### src/rtl/dmem_pkg.sv
// -----------------------------------------------------------------------------
// dmem_pkg
// Shared types for the data-memory arbiter: controller state encoding, port
// identifiers, the registered strobe/ack bundle and the request check helper.
// -----------------------------------------------------------------------------
package dmem_pkg;

    // Controller states. WAIT covers the memory read latency after READ.
    typedef enum logic [2:0] {
        IDLE,
        SETUP,
        WRITE,
        READ,
        WAIT,
        RESP
    } state_t;

    // Port identifiers, also the encoding of the arbiter's last_grant.
    localparam logic PORT_A = 1'b0;
    localparam logic PORT_B = 1'b1;

    // Every single-cycle output pulse of the arbiter lives in one record so
    // it can be cleared in a single assignment each cycle.
    typedef struct packed {
        logic we;
        logic re;
        logic ack_a;
        logic ack_b;
        logic err;
    } strobe_t;

    // A request is rejected when the byte address is not word aligned or the
    // word index falls outside the memory.
    function automatic logic addr_err(input logic [31:0] addr,
                                      input int unsigned words);
        logic [31:0] word_idx;
        word_idx = {2'b00, addr[31:2]};
        return (addr[1:0] != 2'b00) || (word_idx >= words);
    endfunction

endpackage

### src/rtl/dmem_arbiter_rr_arb2.sv
// -----------------------------------------------------------------------------
// rr_arb2
// Two-input round-robin arbiter. The grant is combinational from the current
// requests and the registered last_grant; last_grant only moves when the
// controller pulses update at the end of a transaction.
//
// Ports
//   clk, reset   clock and synchronous active-high reset
//   req_a/req_b  request lines of the two ports
//   update       one-cycle pulse: record update_port as the last grant
//   update_port  port that has just been served
//   grant_port   port that would be granted this cycle
// -----------------------------------------------------------------------------
module rr_arb2
    import dmem_pkg::*;
(
    input  logic clk,
    input  logic reset,
    input  logic req_a,
    input  logic req_b,
    input  logic update,
    input  logic update_port,
    output logic grant_port
);

    logic last_grant;

    // With both ports asking, the one not served last wins. Resetting
    // last_grant to B hands the very first tie to A.
    always_comb begin
        grant_port = PORT_A;
        if (req_a && req_b) begin
            grant_port = ~last_grant;
        end else if (req_b) begin
            grant_port = PORT_B;
        end
    end

    always_ff @(posedge clk) begin
        if (reset) begin
            last_grant <= PORT_B;
        end else if (update) begin
            last_grant <= update_port;
        end
    end

endmodule

### src/rtl/dmem_arbiter.sv
// -----------------------------------------------------------------------------
// dmem_arbiter
// Shares a single-port, word-addressed data memory between port A (CPU
// load/store unit) and port B (debug/DMA loader). One transaction is handled
// at a time: grant, latch, check, strobe the memory, then acknowledge.
//
// Ports
//   clk, reset             clock and synchronous active-high reset
//   a_req/a_we/a_addr/a_wdata   port A request (held until a_ack)
//   a_ack/a_err/a_rdata         port A completion pulse, error flag, load data
//   b_*                         same set for port B
//   mem_addr/mem_wdata          word index and write data to the memory
//   mem_we/mem_re               single-cycle write / read strobes
//   mem_rdata                   read data, valid READ_LAT cycles after mem_re
//
// Timing with the request seen in IDLE at cycle N:
//   error -> ack at N+2; store -> mem_we at N+2, ack at N+3;
//   load  -> mem_re at N+2, ack at N+3+READ_LAT.
// -----------------------------------------------------------------------------
module dmem_arbiter
    import dmem_pkg::*;
#(
    parameter  int MEM_WORDS = 32,
    parameter  int READ_LAT  = 1,
    localparam int ADDR_W    = $clog2(MEM_WORDS)
)(
    input  logic              clk,
    input  logic              reset,

    input  logic              a_req,
    input  logic              a_we,
    input  logic [31:0]       a_addr,
    input  logic [31:0]       a_wdata,
    output logic              a_ack,
    output logic              a_err,
    output logic [31:0]       a_rdata,

    input  logic              b_req,
    input  logic              b_we,
    input  logic [31:0]       b_addr,
    input  logic [31:0]       b_wdata,
    output logic              b_ack,
    output logic              b_err,
    output logic [31:0]       b_rdata,

    output logic [ADDR_W-1:0] mem_addr,
    output logic [31:0]       mem_wdata,
    output logic              mem_we,
    output logic              mem_re,
    input  logic [31:0]       mem_rdata
);

    // The WAIT counter counts down to the cycle in which mem_rdata is valid.
    localparam logic [2:0] WAIT_INIT = 3'(READ_LAT - 1);

    state_t      state;
    strobe_t     strb;

    logic        arb_grant;
    logic        arb_update;
    logic        gnt_port;

    logic        lat_we;
    logic [31:0] lat_addr;
    logic [31:0] lat_wdata;
    logic [2:0]  wait_cnt;

    logic        sel_we;
    logic [31:0] sel_addr;
    logic [31:0] sel_wdata;

    rr_arb2 u_arb (
        .clk         (clk),
        .reset       (reset),
        .req_a       (a_req),
        .req_b       (b_req),
        .update      (arb_update),
        .update_port (gnt_port),
        .grant_port  (arb_grant)
    );

    // last_grant moves while the response is on the bus, so the IDLE cycle
    // that follows already sees the new priority.
    assign arb_update = (state == RESP);

    // Request fields of whichever port the arbiter currently picks.
    always_comb begin
        sel_we    = a_we;
        sel_addr  = a_addr;
        sel_wdata = a_wdata;
        if (arb_grant == PORT_B) begin
            sel_we    = b_we;
            sel_addr  = b_addr;
            sel_wdata = b_wdata;
        end
    end

    assign mem_we    = strb.we;
    assign mem_re    = strb.re;
    assign a_ack     = strb.ack_a;
    assign b_ack     = strb.ack_b;
    assign a_err     = strb.err & strb.ack_a;
    assign b_err     = strb.err & strb.ack_b;
    assign mem_wdata = lat_wdata;

    always_ff @(posedge clk) begin
        if (reset) begin
            state     <= IDLE;
            strb      <= '0;
            gnt_port  <= PORT_A;
            lat_we    <= 1'b0;
            lat_addr  <= '0;
            lat_wdata <= '0;
            wait_cnt  <= '0;
            mem_addr  <= '0;
            a_rdata   <= '0;
            b_rdata   <= '0;
        end else begin
            // Every strobe and ack is a one-cycle pulse unless re-armed below.
            strb <= '0;

            case (state)
                IDLE: begin
                    if (a_req || b_req) begin
                        // Latch the winner; later input changes are ignored.
                        gnt_port  <= arb_grant;
                        lat_we    <= sel_we;
                        lat_addr  <= sel_addr;
                        lat_wdata <= sel_wdata;
                        mem_addr  <= sel_addr[ADDR_W+1:2];
                        state     <= SETUP;
                    end
                end

                SETUP: begin
                    if (addr_err(lat_addr, MEM_WORDS)) begin
                        // Rejected requests skip the memory entirely.
                        strb.err   <= 1'b1;
                        strb.ack_a <= (gnt_port == PORT_A);
                        strb.ack_b <= (gnt_port == PORT_B);
                        state      <= RESP;
                    end else if (lat_we) begin
                        strb.we <= 1'b1;
                        state   <= WRITE;
                    end else begin
                        strb.re <= 1'b1;
                        state   <= READ;
                    end
                end

                WRITE: begin
                    strb.ack_a <= (gnt_port == PORT_A);
                    strb.ack_b <= (gnt_port == PORT_B);
                    state      <= RESP;
                end

                READ: begin
                    wait_cnt <= WAIT_INIT;
                    state    <= WAIT;
                end

                WAIT: begin
                    if (wait_cnt == 3'd0) begin
                        // mem_rdata is valid in this cycle; only the granted
                        // port's register changes, the other one holds.
                        if (gnt_port == PORT_A) begin
                            a_rdata <= mem_rdata;
                        end else begin
                            b_rdata <= mem_rdata;
                        end
                        strb.ack_a <= (gnt_port == PORT_A);
                        strb.ack_b <= (gnt_port == PORT_B);
                        state      <= RESP;
                    end else begin
                        wait_cnt <= wait_cnt - 3'd1;
                    end
                end

                RESP: begin
                    mem_addr <= '0;
                    state    <= IDLE;
                end

                default: begin
                    state <= IDLE;
                end
            endcase
        end
    end

endmodule

### config.mk
export PLATFORM = sky130hd
export DESIGN_NAME = dmem_arbiter
export DESIGN_NICKNAME = d
export VERILOG_FILES = /design/src/rtl/dmem_pkg.sv /design/src/rtl/dmem_arbiter_rr_arb2.sv /design/src/rtl/dmem_arbiter.sv
export SDC_FILE = /design/constraint.sdc
export NUM_CORES = 1
export LEC_CHECK = 0
export ABC_AREA = 1
export CORE_MARGIN = 2
export CORE_UTILIZATION = 44
export DETAILED_ROUTE_END_ITERATION = 12
export PLACE_DENSITY = 0.86
export SLEW_MARGIN = 25
export SYNTH_ARGS = -nofsm -noshare
export SYNTH_HDL_FRONTEND = slang
export SYNTH_SLANG_ARGS = --single-unit
### constraint.sdc
create_clock -name clk -period 2.3 [get_ports clk]
set_input_delay 0.69 -clock clk [delete_from_list [all_inputs] [get_ports clk]]
set_output_delay 0.69 -clock clk [all_outputs]
set_load 0.02 [all_outputs]
# Word level (Yosys, flattened, before mapping)
# Index checks and enable logic that the tools add are counted.
totals:
  mem_bits_rw: 0
  regBits: 147
  mem_bits_ro: 0
  word_cells: 65
  latch_bits: 0
  memories: 0
op_classes:
  magnitude_cmp: 1
  eq_ne: 8
  mux: 19
  div: 0
  add_sub_neg: 1
  shifts: 0
  mul: 0
  n_bitwise: 5
  reduce_logical: 16
op_table:
  columns: ["op", "n"]
  rows:
  - ["32-bit two-way mux", 2]
  - ["30-bit by 6-bit >= comparator with 1-bit output (second input constant)", 1]
  - ["3-bit two-way mux", 5]
  - ["3-bit one-hot mux with 5 select lines", 1]
  - ["5-bit one-hot mux with 2 select lines", 1]
  - ["2-bit AND reduction", 4]
  - ["3-bit by 2-bit equality test with 1-bit output (second input constant)", 2]
  - ["3-bit equality test (second input constant)", 2]
  - ["3-bit zero test", 2]
  - ["1-bit two-way mux", 6]
  - ["2-bit inequality test (second input constant)", 3]
  - ["2-bit one-hot mux with 3 select lines", 1]
  - ["3-bit one-hot mux with 2 select lines", 1]
  - ["3-bit AND reduction", 2]
  - ["2-bit nonzero test", 3]
  - ["5-bit two-way mux", 1]
  - ["3-bit by 1-bit equality test with 1-bit output (second input constant)", 1]
  - ["1-bit inverter", 3]
  - ["3-bit OR reduction", 1]
  - ["3-bit by 1-bit subtractor with 3-bit output (second input constant)", 1]
  - ["1-bit bitwise AND", 2]
  - ["1-bit logical OR", 2]
  - ["2-bit two-way mux", 1]
  - ["2-bit OR reduction", 1]
  - ["1-bit logical AND", 1]

# Depth between registers and ports, before layout
# Gate-level depths: netlist (run 1).
logic_depth:
  ltp_word: 5
  ltp_mapped: 10
  ltp_nobuf: 10

# Hierarchy
# From an unflattened synthesis (run 1), not the netlist that was laid out.
hier_totals:
  cells_unflattened: 702
  area_unflattened_um2: 5743.0
by_module_without_submodules:
  columns: ["module", "area_per_inst_um2", "seq_area_each_um2", "cells_each", "instances"]
  rows:
  - ["dmem_arbiter", 5691.7, 2822.7, 695, 1]
  - ["rr_arb2", 51.3, 20.0, 7, 1]

# Worst setup path after synthesis (run 1)
# Ideal clock, no wire load.
synth_path:
  path_type: "input to register"
  from: "input b_req"
  to: "register lat_addr[17]"
  arrival_ns: 1.583
  required_time_ns: 2.180
  slack_ns: 0.597
  path_buffers: 2
  cell_stages: 7
  path_cell_list: "inv_1 a21oi_1 inv_1 buf_2 clkbuf_1 a21oi_1 a21oi_1"
synth_via:
  elab_chain_len: 3
synth_lines:
  columns: ["item", "line_no", "rtl"]
  rows:
  - ["start: declaration", "dmem_arbiter.sv:38", "input logic b_req,"]
  - ["1-bit two-way mux or 1-bit logical AND (tied branches)", "dmem_arbiter_rr_arb2.sv:34, dmem_arbiter_rr_arb2.sv:32", null]
  - ["1-bit two-way mux", "dmem_arbiter_rr_arb2.sv:32", "if (req_a && req_b) begin"]
  - ["32-bit two-way mux", "dmem_arbiter.sv:91", "if (arb_grant == PORT_B) begin"]
  - ["end signal: assignment", "dmem_arbiter.sv:128", "lat_addr <= sel_addr;"]
  - ["end: declaration", "dmem_arbiter.sv:64", "logic [31:0] lat_addr;"]
# Parallel ways exist; a longest one is shown, timed or not.
# A chain may end at the register's enable or synchronous reset.

# Final worst setup path (run 1)
layout_path:
  from: "register strb[0] (netlist bit)"
  to: "output b_err"
layout_via:
  elab_chain_len: 1
layout_lines:
  columns: ["item", "line_no", "rtl"]
  rows:
  - ["start: declaration", "dmem_arbiter.sv:57", "strobe_t strb;"]
  - ["1-bit bitwise AND", "dmem_arbiter.sv:103", "assign b_err = strb.err & strb.ack_b;"]
  - ["end: declaration", "dmem_arbiter.sv:43", "output logic b_err,"]
# Every way passes these cells.

==> results of run 1 <==
worst max-delay path by stage:
| stage | startpoint | to | slack (ns) |
|---|---|---|---|
| after floorplan | b_req | lat_addr[17]$_SDFFE_PP0P_ | 0.60 |
| after global placement | a_req | mem_addr[1]$_SDFFE_PP0P_ | 0.09 |
| after detailed placement | a_req | mem_addr[3]$_SDFFE_PP0P_ | 0.04 |
| after CTS | strb[0]$_SDFF_PP0_ | b_err | 0.13 |
| after global routing | strb[0]$_SDFF_PP0_ | b_err | 0.06 |
| final | strb[0]$_SDFF_PP0_ | b_err | 0.16 |
stage by stage:
step	hold slack (ns)	cells
finish	0.459	1204
global route	0.500	1204
CTS	0.462	1204
detailed placement	0.452	1173
global placement	0.450	1173
floorplan	0.419	766
metal layers:
metal  vias to the layer above  global-route usage (%)
li1                       3034                       -
met1                      2917                    33.7
met2                       314                    45.0
met3                        57                    12.3
met4                         0                    13.0
met5                         -                       0
cell families after synthesis:
family | Yosys count | share of synthesized area [%]
simple gates | 267 | 18.6
buf+inv | 85 | 6.56
fa+ha+maj | 2 | 0.442
compound gates | 270 | 24.2
flops | 142 | 50.2
final cells by class:
class	count	area, um2	share of cell area [%]
sequential	142	2840	30.9
clock buffer	21	470	5.12
clock inverter	10	161	1.76
multi-input combinational	539	2460	26.7
tap	172	215	2.34
timing repair buffer	290	2930	31.9
inverter	30	113	1.22
cells in the mapped netlist (all sizes together):
| master | n |
|---|---|
| a21oi | 137 |
| nor2 | 158 |
| nand2 | 95 |
| o31ai | 1 |
| inv | 30 |
| clkbuf | 28 |
| and2 | 2 |
| nand3 | 5 |
| buf | 27 |
| nor3 | 7 |
| ha | 2 |
| o211ai | 1 |
| o21ai | 131 |
| dfxtp | 142 |
sequential cells by signal, indices dropped and copies added (netlist names):
signal	count
u_arb.last_grant	1
state	3
mem_addr	5
wait_cnt	3
gnt_port	1
a_rdata	32
lat_we	1
a_ack	1
mem_we	1
lat_addr	27
b_ack	1
mem_re	1
mem_wdata	32
strb	1
b_rdata	32
power by group:
group          switching, mW  total, mW  internal [mW]
Combinational          0.953       1.79          0.836
Clock                   1.06       2.95           1.89
Sequential             0.144       2.88           2.74
Total                   2.16       7.62           5.47
critical path, cell delays in order (launching register included):
cell,delay [ns]
sky130_fd_sc_hd__dfxtp_1,0.34
sky130_fd_sc_hd__nand2_1,0.05
sky130_fd_sc_hd__inv_1,0.05
sky130_fd_sc_hd__clkdlybuf4s50_1,0.59
==> results.yml, run 1 <==
hold_path:
  min_path_cells: 2
  hold_critical_path_endpoint: "wait_cnt[0]$_SDFFE_PP0P_"
  hold_path.startpoint: "wait_cnt[0]$_SDFFE_PP0P_"
  worstHoldPathType: "reg2reg"
cells_and_area:
  layout-drive-gt1-share_pct: 6.01
  fraction_of_the_core_area_covered_by_cells_at_the_end_of_the_flow_pct: 73.2
  layout.cells.most_common: "sky130_fd_sc_hd__clkdlybuf4s50_1"
  n_antenna_cell: 0
  top_library_cells_by_usage_in_the_layout_fill_and_taps_aside: "sky130_fd_sc_hd__clkdlybuf4s50_1 (272), sky130_fd_sc_hd__nor2_1 (156), sky130_fd_sc_hd__dfxtp_1 (142)"
  layout-area-overhead-vs-synth_pct: 62.4
  fin_area_um2: 9190
  fillers: 914
  design.final.nets: 1188
logic_synthesis:
  netlist_top_cells_area: "sky130_fd_sc_hd__dfxtp_1 (50%), sky130_fd_sc_hd__a21oi_1 (12%), sky130_fd_sc_hd__o21ai_0 (11%)"
  yosys_warnings: 0
  post-synth-top-area-fraction_pct: 50.2
  synth_area_leader_cell: "sky130_fd_sc_hd__dfxtp_1"
  syn-instance-count: 766
  count_of_distinct_cell_types_in_the_synthesized_netlist: 23
  postSynthRegisterBits: 142
  syn-mean-instance-area_um2: 7.39
  ys_seq_area_share_pct: 50.2
  synth.net_count: 934
  synth_area_um2: 5660
detailed_routing:
  postRouteWirelength_um: 20000
  detailroute.wirelength.met3_um: 2100
  routedLengthMet1_um: 7900
  maxUsedRoutingLayer: "met4"
  drt_drc_violations_left: 0
  avgViaCountPerCell: 5.25
  post_drt_wl_per_cell_um: 16.6
  wl_met2_um: 9140
  drt.antenna.violating_nets: 0
  vias: 6322
  drtPass1Iterations: 5
  dr.first_iter.drc_count: 619
timing:
  timing_worst_slew_pin_value_ns: 0.605
  final.period_utilization_pct: 93.3
  final_critical_path_setup_slack_ns: 0.155
  period_needed_ns: 2.14
  worst_slew_margin_pct: 59.6
  final-setup-viol-count: 0
  final.setup_skew_ns: 0.00838
  timing.final.max_slew_violations: 0
  timing.fmax_ghz: 0.466
  setup_total_negative_slack_ns: 0
  timing_hold_violations_final: 0
  rsz0062_at_grt: "false"
job:
  max-cap-violations: 0
setup_path:
  timing.critical_path.required_ns: 1.61
  cp_max_fo: 2
  ff2ff_setup_slack_ns: 0.67
  critical_path_class: "reg2out"
  crit_arrival_ns: 1.45
  worstReg2RegEnd: "a_rdata[24]$_SDFFE_PP0P_"
  reg2reg_from: "wait_cnt[0]$_SDFFE_PP0P_"
  setup.worst_path.end_class: "primary output"
  worst_r2r_path_depth: 7
  critPathLaunchType: "flip-flop"
grt:
  globalRouteOverflowTotal: 0
  grt_pass1_vias: 6091
  grt_first_pass_wirelength_um: 31400
  grt_antenna_before_repair: 0
  global_route.usage.total_pct: 28.6
  grt_start_max_net_pins: 66
floorplanning:
  boundaryPins: 273
  coreArea_um2: 12600
  placementRows: 41
  die_width_um: 117
  dieHeight_um: 117
  fp.dieArea_um2: 13800
  floorplan.initialDensity_pct: 45.0
clock_network:
  clock_latency_ns: 0.43
  root_buf_cell: "sky130_fd_sc_hd__clkbuf_16"
  cts.sink_count: 142
  cts.repair_timing.setup_buffer_count: 0
  cts_htree_levels: 4
  clk_pin_slew_worst_paths_ns: 0.06
  hold_buffers: 0
  clockBufferDepth: 2
  cts_tree: "yes"
  cts_resized: 0
  numCtsBuffers: 17
power:
  power_leakage_nw: 3.66
  power_density_nw_per_um2: 829
  power.total_mw: 7.62
  vdd.ir_drop.worst_v: 0.000700
placed_design:
  detailedPlace.worstSlack_ns: 0.0385
  place.port_buffers: 272
  gp_routability_congestion: 0.854
  place.detailed.hpwl_um: 13200
  placed_area_um2: 8560
outcome:
  outcome: "finished clean"
Note: power is estimated with default switching activity, not from simulation.
==> run 2: changes to the inputs <==
Settings changed: ABC_CLOCK_PERIOD_IN_PS from default to 2300, CORE_UTILIZATION 44 to 25, PLACE_DENSITY 0.86 to default.
==> results.yml, run 2 (synthesis results as in run 1) <==
timing:
  final.setup_skew_ns: 0.0118
  final-setup-viol-count: 0
  timing_worst_slew_pin_value_ns: 0.651
  period_needed_ns: 2.15
  final.period_utilization_pct: 93.4
  rsz0062_at_grt: "false"
  timing.final.max_slew_violations: 0
  setup_total_negative_slack_ns: 0
  timing_hold_violations_final: 0
  final_critical_path_setup_slack_ns: 0.151
  timing.fmax_ghz: 0.465
  worst_slew_margin_pct: 56.6
floorplanning:
  boundaryPins: 273
  fp.dieArea_um2: 23900
  coreArea_um2: 22400
  placementRows: 55
  dieHeight_um: 154
  floorplan.initialDensity_pct: 25.2
  die_width_um: 154
clock_network:
  numCtsBuffers: 17
  hold_buffers: 0
  cts.sink_count: 142
  clockBufferDepth: 2
  cts_htree_levels: 4
  clock_latency_ns: 0.42
  root_buf_cell: "sky130_fd_sc_hd__clkbuf_16"
  cts_resized: 0
  clk_pin_slew_worst_paths_ns: 0.06
  cts_tree: "yes"
  cts.repair_timing.setup_buffer_count: 0
setup_path:
  critical_path_class: "reg2out"
  crit_slowest_cell: "sky130_fd_sc_hd__clkdlybuf4s50_1"
  critical_path_depth: 3
  worst_r2r_path_depth: 7
  setup.worst_path.end_class: "primary output"
  worstPathCellList: "nand2_1 > inv_1 > clkdlybuf4s50_1"
  crit_arrival_ns: 1.46
  timing.critical_path.required_ns: 1.61
  critPathLaunchType: "flip-flop"
  critical_path_buf_inv_count: 2
  cp_max_fo: 2
  critical_path.top_delay_family: "buffers and inverters"
  slowest_delay_ns: 0.60
detailed_routing:
  drt.antenna.violating_nets: 0
  drtPass1Iterations: 6
  vias: 6122
  post_drt_wl_per_cell_um: 15.7
  avgViaCountPerCell: 4.62
  drt_drc_violations_left: 0
  postRouteWirelength_um: 20700
  dr.first_iter.drc_count: 258
cells_and_area:
  layout.cells.most_common: "sky130_fd_sc_hd__clkdlybuf4s50_1"
  n_antenna_cell: 0
  layout-drive-gt1-share_pct: 6.64
  top_library_cells_by_usage_in_the_layout_fill_and_taps_aside: "sky130_fd_sc_hd__clkdlybuf4s50_1 (272), sky130_fd_sc_hd__nor2_1 (156), sky130_fd_sc_hd__dfxtp_1 (142)"
  design.final.nets: 1194
  layout-area-overhead-vs-synth_pct: 64.7
  fillers: 2269
grt:
  globalRouteOverflowTotal: 0
  grt_start_max_net_pins: 65
  grt_pass1_vias: 5892
  grt_first_pass_wirelength_um: 32400
  grt_antenna_before_repair: 0
  global_route.usage.total_pct: 17.1
placed_design:
  gp_routability_congestion: 0.759
  place.detailed.hpwl_um: 14300
  place.port_buffers: 272
  detailedPlace.worstSlack_ns: 0.0654
power:
  vdd.ir_drop.worst_v: 0.000454
  power_density_nw_per_um2: 790
  power_leakage_nw: 3.66
job:
  max-cap-violations: 0
hold_path:
  worstHoldPathType: "reg2reg"
  min_path_cells: 2
outcome:
  outcome: "finished clean"
## run 2: path summary, 6_finish.rpt
check | slack, ns | end | start
max | 0.15 | a_err | strb[0]$_SDFF_PP0_
min | 0.46 | wait_cnt[0]$_SDFFE_PP0P_ | wait_cnt[0]$_SDFFE_PP0P_
min reg2reg | 0.46 | wait_cnt[0]$_SDFFE_PP0P_ | wait_cnt[0]$_SDFFE_PP0P_
max reg2reg | 0.58 | a_rdata[21]$_SDFFE_PP0P_ | wait_cnt[0]$_SDFFE_PP0P_
## run 2: final cells by class
class	count	area [um2]	area share [%]
Clock buffer	18	429	4.60
Clock inverter	14	135	1.45
Sequential cell	142	2840	30.5
Inverter	30	114	1.22
Tap cell	285	357	3.82
Multi-Input combinational cell	539	2460	26.4
Timing Repair Buffer	296	2990	32.1
## run 2: routing by layer
layer	vias up	GRT usage [%]	wire [um]
met3	13	7.85	2190
met5	-	0	0
met4	0	3.09	145
li1	3049	-	-
met2	238	28.1	9450
met1	2822	20.7	8940
## run 2: power breakdown
part | total (mW) | internal (mW) | switching, mW | leakage (nW)
Sequential | 2.88 | 2.74 | 0.143 | 1.16
Combinational | 1.81 | 0.860 | 0.948 | 2.23
Clock | 2.68 | 1.51 | 1.17 | 0.269
Total | 7.37 | 5.11 | 2.26 | 3.66
## run 2: worst min-delay path, delay by kind of cell (launching register included)
kind	cells	cell delay, ns
DFF	1	0.31
and+or+nand+nor	1	0.06
AOI/OAI and AO/OA	1	0.05
## run 2: through the flow
stage	instances	utilization [%]	hold WS [ns]	power [mW]	instance area, um2
after floorplan	766	-	0.419	3.80	5660
after global placement	1292	39.1	0.450	4.74	8760
after detailed placement	1292	39.1	0.454	4.75	8760
after CTS	1324	41.6	0.464	7.49	9330
after global routing	1324	41.6	0.489	7.77	9330
final	1324	41.6	0.464	7.37	9330
==> run 3: changes to the inputs <==
Settings changed: CTS_BUF_LIST from default to sky130_fd_sc_hd__clkbuf_16.
==> results.yml, run 3 (synthesis results as in run 1) <==
timing:
  timing.fmax_ghz: 0.465
  timing.final.max_slew_violations: 0
  final.period_utilization_pct: 93.4
  setup_total_negative_slack_ns: 0
  final-setup-viol-count: 0
  rsz0062_at_grt: "false"
  final.setup_skew_ns: 0.0130
  period_needed_ns: 2.15
  timing_worst_slew_pin_value_ns: 0.648
  timing_hold_violations_final: 0
  worst_slew_margin_pct: 56.8
setup_path:
  worst_r2r_path_depth: 7
  worstReg2RegEnd: "a_rdata[21]$_SDFFE_PP0P_"
  critPathLaunchType: "flip-flop"
  setup.worst_path.end_class: "primary output"
  critical_path.top_delay_family: "buffers and inverters"
  critical_path_buf_inv_count: 2
  critical_path_class: "reg2out"
  worstPathCellList: "nand2_1 > inv_1 > clkdlybuf4s50_1"
  cp_max_fo: 2
  reg2reg_from: "wait_cnt[0]$_SDFFE_PP0P_"
  slowest_delay_ns: 0.60
  crit_slowest_cell: "sky130_fd_sc_hd__clkdlybuf4s50_1"
  ff2ff_setup_slack_ns: 0.58
  timing.critical_path.required_ns: 1.61
  crit_arrival_ns: 1.46
clock_network:
  clock_latency_ns: 0.42
  cts.sink_count: 142
  clk_pin_slew_worst_paths_ns: 0.06
  clockBufferDepth: 2
  cts.repair_timing.setup_buffer_count: 0
  hold_buffers: 0
  numCtsBuffers: 17
  root_buf_cell: "sky130_fd_sc_hd__clkbuf_16"
  cts_tree: "yes"
  cts_htree_levels: 4
  cts_resized: 0
cells_and_area:
  top_library_cells_by_usage_in_the_layout_fill_and_taps_aside: "sky130_fd_sc_hd__clkdlybuf4s50_1 (272), sky130_fd_sc_hd__nor2_1 (156), sky130_fd_sc_hd__dfxtp_1 (142)"
  n_antenna_cell: 0
  fraction_of_the_core_area_covered_by_cells_at_the_end_of_the_flow_pct: 41.6
  layout.cells.most_common: "sky130_fd_sc_hd__clkdlybuf4s50_1"
  layout-area-overhead-vs-synth_pct: 64.7
  design.final.nets: 1194
  layout.cells.non_filler: 1324
  layout-drive-gt1-share_pct: 6.64
  fin_area_um2: 9330
job:
  max-cap-violations: 0
power:
  vdd.ir_drop.worst_v: 0.000454
  power_leakage_nw: 3.67
  power_density_nw_per_um2: 790
detailed_routing:
  postRouteWirelength_um: 20700
  drt.antenna.violating_nets: 0
  post_drt_wl_per_cell_um: 15.7
  avgViaCountPerCell: 4.61
  drtPass1Iterations: 6
  dr.first_iter.drc_count: 259
  vias: 6104
  drt_drc_violations_left: 0
placed_design:
  post-place-cells: 1292
  placed_area_um2: 8760
  place.port_buffers: 272
  gp_routability_congestion: 0.759
  place.detailed.hpwl_um: 14300
grt:
  grt_pass1_vias: 5892
  global_route.usage.total_pct: 17.1
  grt_antenna_before_repair: 0
  grt_first_pass_wirelength_um: 32400
  globalRouteOverflowTotal: 0
  grt_start_max_net_pins: 65
floorplanning:
  die_width_um: 154
  fp.dieArea_um2: 23900
  boundaryPins: 273
  placementRows: 55
  floorplan.initialDensity_pct: 25.2
  coreArea_um2: 22400
  dieHeight_um: 154
hold_path:
  hold_critical_path_endpoint: "wait_cnt[0]$_SDFFE_PP0P_"
  min_path_cells: 2
  hold_path.startpoint: "wait_cnt[0]$_SDFFE_PP0P_"
  worstHoldPathType: "reg2reg"
outcome:
  outcome: "finished clean"
[run 3: cell count changes in the layout (fill, tap and decap cells not counted), sizes merged]
cell | previous run | this run
clkbuf | 18 | 17
inv | 33 | 34
[run 3: worst max-delay path by stage]
stage	startpoint	end	slack, ns	cells past startpoint
global placement	b_req	mem_addr[0]$_SDFFE_PP0P_	0.08	8
global route	strb[0]$_SDFF_PP0_	a_err	0.07	3
detailed placement	b_req	mem_wdata[2]$_SDFFE_PP0P_	0.07	7
finish	strb[0]$_SDFF_PP0_	a_err	0.15	3
floorplan	b_req	lat_addr[17]$_SDFFE_PP0P_	0.60	7
CTS	a_ack$_SDFF_PP0_	a_err	0.10	3
[run 3: area by class of cell]
class / instances / area, um2
clock buffer: 17 / 425
clock inverter: 15 / 139
fill: 2269 / 13100
inverter: 30 / 114
multi-input combinational: 539 / 2460
sequential: 142 / 2840
tap: 285 / 357
timing repair buffer: 296 / 2990
[run 3: worst reg2reg max path: cells and delay by family (launching register included)]
kind / cells / cell delay (ns)
DFF: 1 / 0.33
buffers and inverters: 2 / 0.55
adders and majority gates: 1 / 0.19
and+or+nand+nor: 4 / 0.60
[run 3: routing by layer]
metal	vias to the layer above	wire, um	track usage, %
li1	3049	-	-
met1	2812	8940	20.7
met2	234	9500	28.1
met3	9	2170	7.85
met4	0	125	3.09
met5	-	0	0
[run 3: power breakdown]
group	switching, mW	internal [mW]
Combinational	0.948	0.860
Sequential	0.143	2.74
Clock	1.17	1.50
[run 3: per-stage QoR]
stage	setup slack (ns)	total power, mW	hold slack [ns]
floorplan	0.597	3.80	0.419
global placement	0.0808	4.74	0.450
detailed placement	0.0654	4.75	0.454
CTS	0.104	7.49	0.464
global route	0.0663	7.77	0.489
finish	0.152	7.36	0.464
